$ cat src/rtl/keypad_encoder.sv
// 4x4 matrix keypad scanner and encoder: column scan, 2-flop row synchronizer,
// press/release debounce, one-cycle key_valid with a single key-class pulse.
module keypad_encoder #(
  parameter int unsigned SCAN_DIV        = 1000,
  parameter int unsigned DEBOUNCE_CYCLES = 20000
) (
  input  logic       clk,
  input  logic       reset,
  input  logic [3:0] row_n,
  output logic [3:0] col_n,
  output logic [3:0] key_code,
  output logic       key_valid,
  output logic       numero_en,
  output logic       operando_key,
  output logic       igual_key,
  output logic       clear_key
);

  // One counter serves both the column dwell and the debounce windows.
  localparam int unsigned CNT_MAX = (SCAN_DIV > DEBOUNCE_CYCLES) ? SCAN_DIV : DEBOUNCE_CYCLES;
  localparam int unsigned CNT_W   = (CNT_MAX > 1) ? $clog2(CNT_MAX) : 1;
  localparam logic [CNT_W-1:0] SCAN_LAST = CNT_W'(SCAN_DIV - 1);
  localparam logic [CNT_W-1:0] DEB_LAST  = CNT_W'(DEBOUNCE_CYCLES - 1);

  typedef enum logic [2:0] {
    S_SCAN     = 3'd0,
    S_DEBOUNCE = 3'd1,
    S_PRESSED  = 3'd2,
    S_HOLD     = 3'd3,
    S_RELEASE  = 3'd4
  } state_e;

  state_e           state_q, state_d;
  logic [3:0]       sync1_q, sync2_q;
  logic [CNT_W-1:0] cnt_q, cnt_d;
  logic [1:0]       col_q, col_d;
  logic [3:0]       col_n_q, col_n_d;
  logic [1:0]       row_q, row_d;
  logic [3:0]       key_code_q, key_code_d;
  logic             key_valid_q, key_valid_d;
  logic             numero_q, numero_d;
  logic             operando_q, operando_d;
  logic             igual_q, igual_d;
  logic             clear_q, clear_d;
  logic [3:0]       rows_s;
  logic [3:0]       code_c;

  assign rows_s = sync2_q;

  function automatic logic [3:0] map_key(input logic [1:0] r, input logic [1:0] c);
    logic [3:0] code;
    case ({r, c})
      4'b00_00: code = 4'h1;
      4'b00_01: code = 4'h2;
      4'b00_10: code = 4'h3;
      4'b00_11: code = 4'hA;
      4'b01_00: code = 4'h4;
      4'b01_01: code = 4'h5;
      4'b01_10: code = 4'h6;
      4'b01_11: code = 4'hB;
      4'b10_00: code = 4'h7;
      4'b10_01: code = 4'h8;
      4'b10_10: code = 4'h9;
      4'b10_11: code = 4'hC;
      4'b11_00: code = 4'hE;
      4'b11_01: code = 4'h0;
      4'b11_10: code = 4'hF;
      default:  code = 4'hD;
    endcase
    return code;
  endfunction

  // Lowest-index active-low row wins when several are low at the sample point.
  function automatic logic [1:0] lowest_row(input logic [3:0] rows);
    logic [1:0] idx;
    if (!rows[0])      idx = 2'd0;
    else if (!rows[1]) idx = 2'd1;
    else if (!rows[2]) idx = 2'd2;
    else               idx = 2'd3;
    return idx;
  endfunction

  assign code_c = map_key(row_q, col_q);

  always_comb begin
    state_d     = state_q;
    cnt_d       = cnt_q;
    col_d       = col_q;
    row_d       = row_q;
    key_code_d  = key_code_q;
    key_valid_d = 1'b0;
    numero_d    = 1'b0;
    operando_d  = 1'b0;
    igual_d     = 1'b0;
    clear_d     = 1'b0;

    case (state_q)
      S_SCAN: begin
        if (cnt_q == SCAN_LAST) begin
          cnt_d = '0;
          if (!(&rows_s)) begin
            row_d   = lowest_row(rows_s);
            state_d = S_DEBOUNCE;
          end else begin
            col_d = col_q + 2'd1;
          end
        end else begin
          cnt_d = cnt_q + CNT_W'(1);
        end
      end

      // Only the latched row matters here; other rows are ignored.
      S_DEBOUNCE: begin
        if (!rows_s[row_q]) begin
          if (cnt_q == DEB_LAST) begin
            cnt_d       = '0;
            state_d     = S_PRESSED;
            key_code_d  = code_c;
            key_valid_d = 1'b1;
            numero_d    = (code_c <= 4'h9);
            operando_d  = (code_c >= 4'hA) && (code_c <= 4'hD);
            igual_d     = (code_c == 4'hF);
            clear_d     = (code_c == 4'hE);
          end else begin
            cnt_d = cnt_q + CNT_W'(1);
          end
        end else begin
          cnt_d   = '0;
          col_d   = col_q + 2'd1;
          state_d = S_SCAN;
        end
      end

      S_PRESSED: begin
        cnt_d   = '0;
        state_d = S_HOLD;
      end

      S_HOLD: begin
        if (&rows_s) begin
          cnt_d   = '0;
          state_d = S_RELEASE;
        end
      end

      S_RELEASE: begin
        if (&rows_s) begin
          if (cnt_q == DEB_LAST) begin
            cnt_d   = '0;
            col_d   = col_q + 2'd1;
            state_d = S_SCAN;
          end else begin
            cnt_d = cnt_q + CNT_W'(1);
          end
        end else begin
          cnt_d = '0;
        end
      end

      default: begin
        cnt_d   = '0;
        state_d = S_SCAN;
      end
    endcase

    col_n_d = ~(4'b0001 << col_d);
  end

  always_ff @(posedge clk) begin
    if (reset) begin
      state_q     <= S_SCAN;
      sync1_q     <= 4'b1111;
      sync2_q     <= 4'b1111;
      cnt_q       <= '0;
      col_q       <= 2'd0;
      col_n_q     <= 4'b1110;
      row_q       <= 2'd0;
      key_code_q  <= 4'h0;
      key_valid_q <= 1'b0;
      numero_q    <= 1'b0;
      operando_q  <= 1'b0;
      igual_q     <= 1'b0;
      clear_q     <= 1'b0;
    end else begin
      state_q     <= state_d;
      sync1_q     <= row_n;
      sync2_q     <= sync1_q;
      cnt_q       <= cnt_d;
      col_q       <= col_d;
      col_n_q     <= col_n_d;
      row_q       <= row_d;
      key_code_q  <= key_code_d;
      key_valid_q <= key_valid_d;
      numero_q    <= numero_d;
      operando_q  <= operando_d;
      igual_q     <= igual_d;
      clear_q     <= clear_d;
    end
  end

  assign col_n        = col_n_q;
  assign key_code     = key_code_q;
  assign key_valid    = key_valid_q;
  assign numero_en    = numero_q;
  assign operando_key = operando_q;
  assign igual_key    = igual_q;
  assign clear_key    = clear_q;

endmodule

$ cat config.mk
export PLATFORM = sky130hd
export DESIGN_NAME = keypad_encoder
export DESIGN_NICKNAME = d
export VERILOG_FILES = /design/src/rtl/keypad_encoder.sv
export SDC_FILE = /design/constraint.sdc
export NUM_CORES = 1
export LEC_CHECK = 0
export CAP_MARGIN = 20
export CORE_MARGIN = 5
export CORE_UTILIZATION = 35
export CTS_BUF_LIST = sky130_fd_sc_hd__clkbuf_4
export CTS_CLUSTER_DIAMETER = 80
export DETAILED_ROUTE_END_ITERATION = 10
export PLACE_DENSITY = 0.61
export SETUP_SLACK_MARGIN = 0.05
export SLEW_MARGIN = 20
export SYNTH_ARGS = -nofsm -noshare
export SYNTH_HDL_FRONTEND = slang
export SYNTH_SLANG_ARGS = --single-unit
$ cat constraint.sdc
create_clock -name clk -period 4 [get_ports clk]
set_input_delay 0.8 -clock clk [delete_from_list [all_inputs] [get_ports clk]]
set_output_delay 0.8 -clock clk [all_outputs]
set_load 0.02 [all_outputs]
==> results of run 1 <==
-- worst max path at each step --
stage / startpoint / endpoint / slack [ns] / cells after the start
4_1_cts: cnt_q[0] / col_q[0] / 1.50 / 6
2_1_floorplan: cnt_q[0] / col_q[0] / 1.88 / 7
3_5_place_dp: cnt_q[0] / col_q[0] / 1.53 / 6
5_1_grt: cnt_q[0] / col_q[0] / 1.35 / 6
6_report: cnt_q[0] / col_q[0] / 1.49 / 6
3_3_place_gp: reset / igual_key / 1.58 / 4
-- per-layer routing --
| metal | global-route usage (%) | part of all wire (%) | wire [um] | vias up |
|---|---|---|---|---|
| met1 | 14.65 | 50 | 1869 | 720 |
| met5 | 0 | 0 | 0 | - |
| met4 | 4.029 | 1.2 | 45 | 0 |
| li1 | - | - | - | 800 |
| met3 | 2.594 | 4.1 | 153 | 5 |
| met2 | 16.05 | 45 | 1659 | 28 |
-- flip-flops by register name (all words and copies together) (netlist names), 2 cells and up --
signal,flops
col_n,4
state_q,3
rows_s,4
col_q,2
key_code,4
row_q,2
cnt_q,15
sync1_q,4
-- power by group through the flow --
stage | Clock, W | Combinational [W] | Sequential [W]
after CTS | 0.000222 | 0.0000307 | 0.000439
after floorplan | 0 | 0.0000214 | 0.000447
after global routing | 0.000241 | 0.0000340 | 0.000440
after global placement | 0 | 0.0000304 | 0.000448
after detailed placement | 0 | 0.0000306 | 0.000448
final | 0.000211 | 0.0000303 | 0.000439
-- stage by stage --
stage	total power [W]	hold slack, ns	setup slack (ns)
finish	0.0006803	0.4221	1.495
CTS	0.0006913	0.4248	1.504
global placement	0.0004787	0.3913	1.584
detailed placement	0.0004789	0.3923	1.532
floorplan	0.0004689	0.3895	1.878
global route	0.0007147	0.4301	1.345
-- critical path, cell delays in order, from the launching register on --
cell and delay [ns]:
dfxtp_1 0.39, ha_1 0.22, and4bb_2 0.27, nand4_1 0.29, a211oi_1 0.49, and3_1 0.42
mux2_4 0.33
-- placed cells by master, fill, tap and decap left out, drive strengths merged, types with 6 or more instances in the layout --
master / count
xor2: 8
ha: 6
nand2b: 7
nand4: 6
nor3: 7
nand2: 11
or2: 9
clkdlybuf4s50: 18
dfxtp: 43
xnor2: 7
nor2: 30
a21oi: 7
mux2i: 7
nand3: 11
-- area by class of cell --
type	count	share of cell area, %
timing repair buffer	19	8.143
clock inverter	3	0.8686
tap	72	3.909
inverter	4	0.6515
sequential	43	37.35
multi-input combinational	161	47.45
clock buffer	5	1.629
-- logic make-up after synthesis --
kind of cell | share of synthesized area [%]
multiplexers | 6.638
XOR/XNOR | 6.514
buffers and inverters | 3.164
adder cells (fa/ha/maj) | 3.722
AO/OA/AOI/OAI | 9.243
AND/OR/NAND/NOR | 28.04
flip-flops | 42.68
==> reports/metrics.cfg, run 1 <==
[route]
final_antenna_net_count=0
drc=0
vias=1553
wirelength_um=3728
dr.first_iter.drc_count=78
wire_per_inst_um=12.14
drtPass1Iterations=4
via_per_inst=5.059

[sta]
hold_viol=0
finalCriticalPeriod_ns=2.505
clock_skew_ns=0.01009
setup-violations-final=0
rsz0062_at_grt=false
final.period_utilization_pct=62.63
final.setup.tns_ns=0
timing.fmax_mhz=399.2
maxSlewHeadroom_pct=38.15
worst_pin_slew_ns=0.9044
drv_slew=0

[worst_setup_path]
timing.critical_path.fanout_max=7
r2r_slack_ns=1.49
endpoint_kind=flip-flop
required_ns=4.25
ff2ff_path_depth=6
timing.rr.end=col_q[0]
reg2reg_from=cnt_q[0]
critical_path_class=reg -> reg
worstPathArrival_ns=2.76
cp-start-kind=flip-flop

[floorplanning]
core_region_area_um2=5540
die_x_um=85.91
start_util_pct=36.40
io_pins=19
row_count=27
die_h_um=85.91
die-area_um2=7381

[synth]
synth_common_cells=dfxtp_1, nor2_1, nand2_1, nand3_1
synth_top_area_share_pct=42.68
synth-seq-area-share_pct=42.68
netlist_area_um2=2017
synth.avg_cell_area_um2=9.295
synthTopCellsByArea=dfxtp_1, nor2_1, ha_1
synth_edf_count=0
synth_top_flop_cell=dfxtp_1
synth_cell_type_count=45
syn-num-nets=229
synth_area_leader_cell=dfxtp_1
syn_inst=217
yosysMostFrequentCell=dfxtp_1
ys_async_sr_fraction_pct=0
yosys_warnings=0
ys_seq_elements=43

[global_route]
antenna_found_initial=0
grt_max_degree=24
grt_usage_pct=10.65
grt.overflow.total=0
grt_pass1_vias=1380
grt_pass1_wl_um=6499

[power]
pwr-share-clk_pct=31.0
pwr-share-seq_pct=64.5
netSwitchingFraction_pct=24.10
peakVddDrop_v=0.0001167
power.leakage_nw=0.7754
power-per-cell-area_nw_per_um2=295.2
intPower_w=0.0005163
combPwrFrac_pct=4.5
switchingPower_w=0.0001640

[worst_hold_path]
hold_end=rows_s[3]
hold_class=reg -> reg
worstHoldStart=sync1_q[3]
hold_depth=1

[layout]
nets=246
multi_input_area_um2=1094
diodes=0
area_growth_pct=14.27
regArea_um2=860.8
finalNonFillerCells=307
nFillCells=573
drive_gt1_share_pct=11.06
fin_area_um2=2305
post-route-util_pct=41.60

[place]
place.gp.congestion=0.8127
place.detailed.hpwl_um=2616
dp.cells=299
dpl_cell_area_um2=2246
portBuffers=18

[clock_network]
insertion_delay_ns=0.35
clock_sinks=43
cts_resized=0
clockBufferDepth=2
cts_tree=built
clk_pin_slew_ns=0.13
post_cts_buffers=0
cts_max_level=2
cts-buffers-inserted=5
hold_buffers=0
cts-root-buf=clkbuf_4

[run]
maxCapViolCount=0

[outcome]
status=finished, final reports clean

Power figures use the tool's default switching activity.
==> run 2, diff against run 1 <==
Settings changed: PLACE_DENSITY 0.61 to 0.63.
Clock period 4 ns to 2.2 ns, I/O delays scaled along.
==> run 2 against run 1 <==
Compared with the run above: total power is 85% higher; first-iteration DRC count is 9.0% higher; clock skew increased by 0.0013 ns; sequential cell count unchanged; clock power increased by 90%; count of clock-buffer cells in the layout stayed put; combinational power increased by 99%; via count up 0.32%; setup slack got worse by 1.3 ns; critical endpoint is now col_n[3]; largest power group unchanged.
==> reports/metrics.cfg, run 2 (synthesis results as in run 1) <==
[outcome]
status=finished, final reports clean  ; unchanged

[worst_setup_path]
critical_path_class=reg -> reg  ; unchanged
slowest_stage=dfxtp_1  ; was a211oi_1
r2r_slack_ns=0.22  ; was 1.49 ns
critPathBufInv=1  ; was 0
path_delay_family=simple AND/OR/NAND/NOR gates  ; unchanged
ff2ff_path_depth=7  ; was 6
worstPathArrival_ns=2.28  ; was 2.76 ns
timing.rr.end=col_n[3]  ; was col_q[0]
required_ns=2.50  ; was 4.25 ns
path_depth=7  ; was 6
endpoint_kind=flip-flop  ; unchanged
timing.critical_path.fanout_max=5  ; was 7
cp-start-kind=flip-flop  ; unchanged
crit_start=cnt_q[0]  ; unchanged
cp_cell_sequence=ha_1 -> and4bb_2 -> nand4_1 -> a211oi_2 -> and3_1 -> buf_4 -> mux2i_1  ; was ha_1 -> and4bb_2 -> nand4_1 -> a211oi_1 -> and3_1 -> mux2_4
reg2reg_from=cnt_q[0]  ; unchanged
slowest_delay_ns=0.40  ; was 0.49 ns
crit_end=col_n[3]  ; was col_q[0]

[sta]
finalCriticalPeriod_ns=1.980  ; was 2.505 ns
clock_skew_ns=0.01141  ; was 0.01009 ns
worst_pin_slew_ns=0.4597  ; was 0.9044 ns
final.setup.tns_ns=0  ; unchanged
timing.fmax_mhz=504.9  ; was 399.2 MHz
setup-violations-final=0  ; unchanged
rsz0062_at_grt=true  ; was false
hold_viol=0  ; unchanged
final.period_utilization_pct=90.02  ; was 62.63%
maxSlewHeadroom_pct=69.29  ; was 38.15%
setup_ws_ns=0.2196  ; was 1.495 ns
drv_slew=0  ; unchanged

[route]
wl_met2_um=1638  ; was 1659 um
final_antenna_net_count=0  ; unchanged
wl_met1_um=1938  ; was 1869 um
wirelength_um=3752  ; was 3728 um
dr_wl_met3_um=136  ; was 153 um
highest-signal-layer=met4  ; unchanged
dr.first_iter.drc_count=85  ; was 78
wire_per_inst_um=11.84  ; was 12.14 um
vias=1558  ; was 1,553
via_per_inst=4.915  ; was 5.059
drc=0  ; unchanged
drtPass1Iterations=4  ; unchanged

[layout]
fin_area_um2=2389  ; was 2305 um^2
finalNonFillerCells=317  ; was 307
nets=256  ; was 246
final_common_cell=dfxtp_1  ; unchanged
final_cell_mix=dfxtp_1, nor2_1, clkdlybuf4s50_1  ; was dfxtp_1, nor2_1, clkdlybuf4s50_1, nand2_1, nand3_1
diodes=0  ; unchanged
largest_reg_flops=15  ; unchanged
drive_gt1_share_pct=15.10  ; was 11.06%
regMostFlops=cnt_q  ; unchanged
area_growth_pct=18.42  ; was 14.27%

[place]
place.detailed.hpwl_um=2670  ; was 2616 um
pre_cts_slack_ns=0.1411  ; was 1.532 ns
portBuffers=18  ; unchanged
place.gp.congestion=0.8146  ; was 0.8127
dp.cells=309  ; was 299
dpl_cell_area_um2=2321  ; was 2246 um^2

[run]
maxCapViolCount=0  ; unchanged

[global_route]
grt_pass1_vias=1425  ; was 1,380
grt_usage_pct=10.88  ; was 10.65%
grt.overflow.total=0  ; unchanged
grt_pass1_wl_um=6534  ; was 6499 um
grt_max_degree=23  ; was 24
antenna_found_initial=0  ; unchanged

[clock_network]
cts_tree=built  ; unchanged
cts_max_level=2  ; unchanged
clk_pin_slew_ns=0.14  ; was 0.13 ns
cts_resized=0  ; unchanged
insertion_delay_ns=0.36  ; was 0.35 ns
cts-root-buf=clkbuf_4  ; unchanged
post_cts_buffers=0  ; unchanged
clockBufferDepth=2  ; unchanged
hold_buffers=0  ; unchanged
cts-buffers-inserted=5  ; unchanged
clock_sinks=43  ; unchanged

[power]
total_power_w=0.001260  ; was 0.0006803 W
power.leakage_nw=0.8293  ; was 0.7754 nW
peakVddDrop_v=0.0002174  ; was 0.0001167 V
power-per-cell-area_nw_per_um2=527.6  ; was 295.2 nW/um^2

[worst_hold_path]
hold_class=reg -> reg  ; unchanged

[floorplanning]
start_util_pct=36.40  ; unchanged
row_count=27  ; unchanged
die_h_um=85.91  ; unchanged
io_pins=19  ; unchanged
die_x_um=85.91  ; unchanged
die-area_um2=7381  ; unchanged
core_region_area_um2=5540  ; unchanged

-- run 2: cell types whose count changed in the layout (fill, tap and decap cells not counted) --
| cell | previous run | this run |
|---|---|---|
| buf_4 | 1 | 11 |
| clkinv_2 | 1 | 0 |
| a211oi_1 | 4 | 3 |
| inv_6 | 0 | 1 |
| a211oi_2 | 0 | 1 |
-- run 2: worst min path at each step --
stage	startpoint	to	slack, ns	cells after the start
6_report	sync1_q[3]	rows_s[3]	0.41	1
3_3_place_gp	sync1_q[3]	rows_s[3]	0.39	1
2_1_floorplan	sync1_q[0]	rows_s[0]	0.39	1
5_1_grt	sync1_q[3]	rows_s[3]	0.43	1
4_1_cts	sync1_q[3]	rows_s[3]	0.42	1
3_5_place_dp	sync1_q[0]	rows_s[0]	0.39	1
-- run 2: worst reg2reg max path, stage by stage (launching register included) --
cell and delay, ns:
dfxtp_1 0.40, ha_1 0.23, and4bb_2 0.27, nand4_1 0.16
a211oi_2 0.28, and3_1 0.24, buf_4 0.17, mux2i_1 0.18
-- run 2: layer usage --
| layer | GRT usage [%] | vias to the layer above |
|---|---|---|
| li1 | - | 818 |
| met1 | 14.98 | 713 |
| met2 | 15.91 | 23 |
| met3 | 3.170 | 4 |
| met4 | 4.317 | 0 |
| met5 | 0 | - |
-- run 2: metrics by stage --
step / util (%) / hold slack [ns]
global route: 43.11 / 0.4258
finish: 43.11 / 0.4146
detailed placement: 41.89 / 0.3932
CTS: 43.00 / 0.4183
global placement: 41.89 / 0.3914
floorplan: - / 0.3895
-- run 2: report_power, final --
group          internal (W)  switching (W)  leakage (nW)
Clock              0.000128       0.000273        0.0278
Combinational     0.0000302      0.0000302         0.453
Sequential         0.000791     0.00000797         0.349
-- run 2: layout make-up --
type / count / area [um^2]
Clock inverter: 3 / 23.77
Fill cell: 575 / 3152
Clock buffer: 5 / 37.54
Multi-Input combinational cell: 161 / 1099
Tap cell: 72 / 90.09
Sequential cell: 43 / 860.8
Timing Repair Buffer: 29 / 262.8
Inverter: 4 / 15.01
